`config.mk`:
```
export PLATFORM = sky130hd
export DESIGN_NAME = mp_add_seq
export DESIGN_NICKNAME = d
export VERILOG_FILES = /design/src/rtl/mp_add_seq.sv
export SDC_FILE = /design/constraint.sdc
export NUM_CORES = 1
export LEC_CHECK = 0
export ABC_AREA = 1
export CORE_AREA = 2 2 96 61
export DETAILED_ROUTE_END_ITERATION = 7
export DIE_AREA = 0 0 98 63
export PLACE_DENSITY = 0.85
export SLEW_MARGIN = 20
export SYNTH_ARGS = -nofsm -noshare
export SYNTH_HDL_FRONTEND = slang
export SYNTH_SLANG_ARGS = --single-unit
```
`constraint.sdc`:
```
create_clock -name Clk -period 8.2 [get_ports Clk]
set_clock_uncertainty 0.1 [all_clocks]
set_input_delay 1.64 -clock Clk [delete_from_list [all_inputs] [get_ports Clk]]
set_output_delay 1.64 -clock Clk [all_outputs]
set_load 0.05 [all_outputs]
```
`src/rtl/mp_add_seq.sv`:
```
// mp_add_seq: multi-precision add/subtract sequencer sharing one 16-bit carry-select adder.
// Latency: each result word is registered and valid the cycle after its operand words are accepted.
// Backpressure: InReady drops while a result is held unaccepted (OutValid && !OutReady); no word is lost.
//
// Ports:
//   Clk, Rst          clock, synchronous active-high reset
//   Start, Sub        begin an operation (sampled in IDLE), 0 = A+B, 1 = A-B
//   InValid/InReady   operand word handshake, A/B operand words, LSW first
//   OutValid/OutReady result word handshake, Sum result word, Last = most-significant word
//   Cout, Ovf         final carry and signed overflow, valid with OutValid && Last
//   Busy, Done        operation in progress, one-cycle completion pulse
module mp_add_seq #(
  parameter int NWORDS = 4
) (
  input  logic        Clk,
  input  logic        Rst,
  input  logic        Start,
  input  logic        Sub,
  input  logic        InValid,
  output logic        InReady,
  input  logic [15:0] A,
  input  logic [15:0] B,
  output logic        OutValid,
  input  logic        OutReady,
  output logic [15:0] Sum,
  output logic        Last,
  output logic        Cout,
  output logic        Ovf,
  output logic        Busy,
  output logic        Done
);

  // Counter is wide enough for NWORDS up to 16 (it reaches NWORDS after the last accept).
  localparam logic [4:0] LAST_IDX = 5'(NWORDS - 1);

  typedef enum logic [1:0] {
    IDLE  = 2'd0,
    RUN   = 2'd1,
    FLUSH = 2'd2
  } state_t;

  state_t      state, next_state;
  logic [4:0]  count;
  logic        c_reg;
  logic        sub_r;

  logic [15:0] bx;
  logic [7:0]  lo_sum;
  logic        lo_c;
  logic [8:0]  hi0;
  logic [8:0]  hi1;
  logic [15:0] add_sum;
  logic        add_co;

  logic        accept;
  logic        is_last;
  logic        out_hs;

  // Subtraction is A + ~B + 1; the +1 enters as the initial carry (set from Sub at Start).
  assign bx = sub_r ? ~B : B;

  // Carry-select adder: the upper byte is computed for both carry-in values in parallel
  // and the lower byte's carry picks the right one.
  assign {lo_c, lo_sum} = {1'b0, A[7:0]} + {1'b0, bx[7:0]} + {8'b0, c_reg};
  assign hi0     = {1'b0, A[15:8]} + {1'b0, bx[15:8]};
  assign hi1     = {1'b0, A[15:8]} + {1'b0, bx[15:8]} + 9'd1;
  assign add_sum = {(lo_c ? hi1[7:0] : hi0[7:0]), lo_sum};
  assign add_co  = lo_c ? hi1[8] : hi0[8];

  // A new word may enter when the output register is empty or being drained this cycle.
  assign InReady = (state == RUN) && (!OutValid || OutReady);
  assign accept  = InValid && InReady;
  assign is_last = (count == LAST_IDX);
  assign out_hs  = OutValid && OutReady;
  assign Busy    = (state != IDLE);

  always_ff @(posedge Clk) begin
    if (Rst) begin
      state <= IDLE;
    end else begin
      state <= next_state;
    end
  end

  always_comb begin
    next_state = state;
    case (state)
      IDLE:    if (Start) next_state = RUN;
      RUN:     if (accept && is_last) next_state = FLUSH;
      FLUSH:   if (out_hs && Last) next_state = IDLE;
      default: next_state = IDLE;
    endcase
  end

  always_ff @(posedge Clk) begin
    if (Rst) begin
      count    <= 5'd0;
      c_reg    <= 1'b0;
      sub_r    <= 1'b0;
      OutValid <= 1'b0;
      Sum      <= 16'h0000;
      Last     <= 1'b0;
      Cout     <= 1'b0;
      Ovf      <= 1'b0;
      Done     <= 1'b0;
    end else begin
      Done <= (state == FLUSH) && out_hs && Last;

      if (state == IDLE && Start) begin
        sub_r <= Sub;
        c_reg <= Sub;
        count <= 5'd0;
      end

      if (accept) begin
        Sum      <= add_sum;
        c_reg    <= add_co;
        OutValid <= 1'b1;
        Last     <= is_last;
        count    <= count + 5'd1;
        if (is_last) begin
          Cout <= add_co;
          // Signed overflow: operands agree in sign but the result's sign differs.
          Ovf  <= (A[15] == bx[15]) && (add_sum[15] != A[15]);
        end
      end else if (out_hs) begin
        OutValid <= 1'b0;
      end
    end
  end

endmodule
```
==> flow_metrics.tcl <==
set metrics [dict create \
    detailedRoute.firstPassIterationCount 4 \
    timing.final.crit_period_ns 4.89 \
    ff2ff_path_depth 16 \
    clock_tree.root_cell "clkbuf_8" \
    rsz0062_at_grt "no" \
    cts_inserted_buffers 5 \
    buffer_ports.inserted 60 \
    achievable-frequency_mhz 205 \
    dpl.hpwl_um 4410 \
    reg_top3 "Sum (16), count (5), state (2)" \
    grt_first_pass_wirelength_um 9090 \
    gpl.final_weighted_congestion 0.815 \
    nets 446 \
    regMostFlops "Sum" \
    worst_skew_pair.late_latency_ns 0.27 \
    number_of_antenna_violations_at_the_first_check_in_global_routing 0 \
    timing.critical_path.required_ns 6.46 \
    critical_path_slowest_stage_cell "clkdlybuf4s50_1" \
    grt_util_all_layers_pct 17.8 \
    wl_um 5520 \
    worstMarginPinSlew_ns 0.857 \
    ys_seq_elements 30 \
    vias 2295 \
    max_slew_margin_vs_limit_pct 42.8 \
    cts_tree "yes" \
    hold_slack_ns 0.363 \
    area_enclosed_by_the_die_boundary_um2 6170 \
    growth_of_design_area_from_synthesis_to_finish_pct 31.7 \
    route.detailed.wl_per_inst_um 12.1 \
    hold_viol_final 0 \
    crit_path_cell_trace "clkdlybuf4s50_1, inv_1, nand2_1, and2_1, clkdlybuf4s50_1" \
    n_fill_cell 501 \
    largest_reg_flops 16 \
    synth_cell_type_count 36 \
    min_path_type "reg2reg" \
    cts_hold_buffers 0 \
    clk_pin_slew_ns 0.06 \
    finalCritPeriodShare_pct 59.6 \
    power_density_nw_per_um2 157 \
    antenna-diode-count 0 \
    fin_tns_setup_ns 0 \
    run_status "completed" \
    io-pin-count 61 \
    cpPeakStageDelay_ns 0.80 \
    synth_warnings 0 \
    cts-root-to-sink-buffers 2 \
    grt_start_max_net_pins 31 \
    fp-row-count 21 \
    chip_width_um 98 \
    cts.sinks 30 \
    total_leakage_power_nw 1.44 \
    net_count_of_the_mapped_netlist 386 \
    arrival_ns 3.15 \
    cp_max_fo 2 \
    hold-path-cell-count 2 \
    drc_errors 0 \
    timing.critical_path.from_type "primary input" \
    critical-path-top-cell-by-count "clkdlybuf4s50_1" \
    cts.repair.resized 0 \
    die_h_um 63 \
    detailedRoute.firstIterationViolations 109 \
    max_cap_violations 0 \
    number_of_h_tree_levels 2 \
    floorplan.initialDensity_pct 43.7 \
    setup_viol 0 \
    drt_via_density 5.03 \
    post_synth_instance_area_um2 2330 \
    critical_path_class "in2out" \
    final_layout_size_suffix_gt1_share_pct 10.6 \
    power.ir.vdd_worst_v 0.000101 \
    cts_setup_buffers 0 \
    grt_pass1_vias 2061 \
    maxSlewViolCount 0 \
    drtAntennaViolNets 0 \
    synth.yosys.seq_area_share_pct 25.8 \
    synthesis.area_per_instance_um2 7.11 \
    std_cell_core_area_um2 5330 \
    end_kind "primary output" \
    synthesis.instances 328 \
    grt-ovfl-total 0 \
]
-- path summary, 6_finish.rpt --
check / slack, ns / end / start
worst max register to register: 5.34 / c_reg / sub_r
worst min register to register: 0.36 / Sum[0] / Sum[0]
worst min-delay path: 0.36 / Sum[0] / Sum[0]
worst max-delay path: 3.31 / InReady / OutReady
-- report_power, final --
group	total, mW	switching [mW]	leakage, nW	internal [mW]
Sequential	0.158	0.00458	0.245	0.153
Clock	0.113	0.0480	0.0431	0.0645
Combinational	0.212	0.129	1.15	0.0831
Total	0.483	0.182	1.44	0.301
-- metal layers --
metal | global-route usage (%) | share of wire (%) | vias up
li1 | - | - | 1174
met1 | 23.2 | 48 | 1051
met2 | 29.7 | 44 | 68
met3 | 6.04 | 7.4 | 2
met4 | 1.56 | 0.15 | 0
met5 | 0 | 0 | -
-- synth_stat cells --
| master | n | area (um^2) |
|---|---|---|
| xor2_1 | 21 | 184 |
| o21ai_0 | 16 | 80.1 |
| o21bai_1 | 4 | 30.0 |
| buf_4 | 1 | 7.51 |
| nand3_1 | 22 | 110 |
| buf_2 | 4 | 20.0 |
| nand3_2 | 4 | 40.0 |
| nor2_2 | 3 | 18.8 |
| ha_1 | 17 | 213 |
| a21oi_1 | 25 | 125 |
| nand4_1 | 3 | 18.8 |
| a21oi_2 | 3 | 26.3 |
| nand2_2 | 16 | 100 |
| nor2_4 | 1 | 11.3 |
| fa_1 | 3 | 60.1 |
| xnor2_1 | 4 | 35.0 |
| dfxtp_1 | 30 | 601 |
| inv_1 | 49 | 184 |
| and2_1 | 1 | 6.26 |
| nor3_2 | 1 | 10.0 |
| o211ai_1 | 3 | 22.5 |
| clkbuf_1 | 3 | 11.3 |
| a21o_1 | 1 | 7.51 |
| nor2_1 | 19 | 71.3 |
| nand2_1 | 59 | 221 |
| o221ai_1 | 2 | 17.5 |
| a221oi_1 | 1 | 8.76 |
| o21ai_2 | 1 | 8.76 |
| nand4_2 | 2 | 25.0 |
| inv_2 | 2 | 7.51 |
| o21a_1 | 2 | 15.0 |
| nand2_4 | 1 | 11.3 |
| o21ai_1 | 1 | 5.00 |
| a31oi_1 | 1 | 6.26 |
| o31ai_1 | 1 | 7.51 |
| nor3_1 | 1 | 5.00 |
-- area by class of cell --
cell class | count | area, um^2 | share of cell area (%)
multi-input cells | 239 | 1500 | 48.9
inverters | 51 | 191 | 6.23
flip-flops and latches | 30 | 601 | 19.6
clock buffers | 6 | 82.6 | 2.69
well taps | 69 | 86.3 | 2.81
repair buffers | 61 | 608 | 19.8
-- metrics by stage --
stage          setup WS [ns]  util (%)  total power, mW  area (um^2)  cells
2_1_floorplan           4.30         -            0.314         2330    328
4_1_cts                 3.30      57.6            0.484         3070    456
6_report                3.31      57.6            0.483         3070    456
3_5_place_dp            3.31      56.0            0.372         2990    450
3_3_place_gp            3.32      56.0            0.364         2990    450
5_1_grt                 3.25      57.6            0.515         3070    456
-- critical path, delay by kind of cell --
family	cells	cell delay, ns
buffers and inverters	3	1.32
AND/OR/NAND/NOR	2	0.20
-- cells by family (layout without fill, tap and decap cells) --
family | Yosys count | in the layout | share of synthesized area, %
fa+ha+maj | 20 | 20 | 11.7
buf+inv | 59 | 118 | 9.87
compound gates | 61 | 61 | 15.5
simple gates | 133 | 133 | 27.8
flops | 30 | 30 | 25.8
xor+xnor | 25 | 25 | 9.39
-- cell usage in the layout, fill, tap and decap left out, drive strengths merged, types with 2 or more instances in the layout --
master / count
nand2: 76
nor2: 23
nand4: 5
o21bai: 4
xor2: 21
clkbuf: 6
nor3: 2
o21ai: 18
inv: 51
o21a: 2
o221ai: 2
dfxtp: 30
fa: 3
clkdlybuf4s50: 60
nand3: 26
xnor2: 4
ha: 17
a21oi: 28
o211ai: 3
Power figures use the tool's default switching activity.
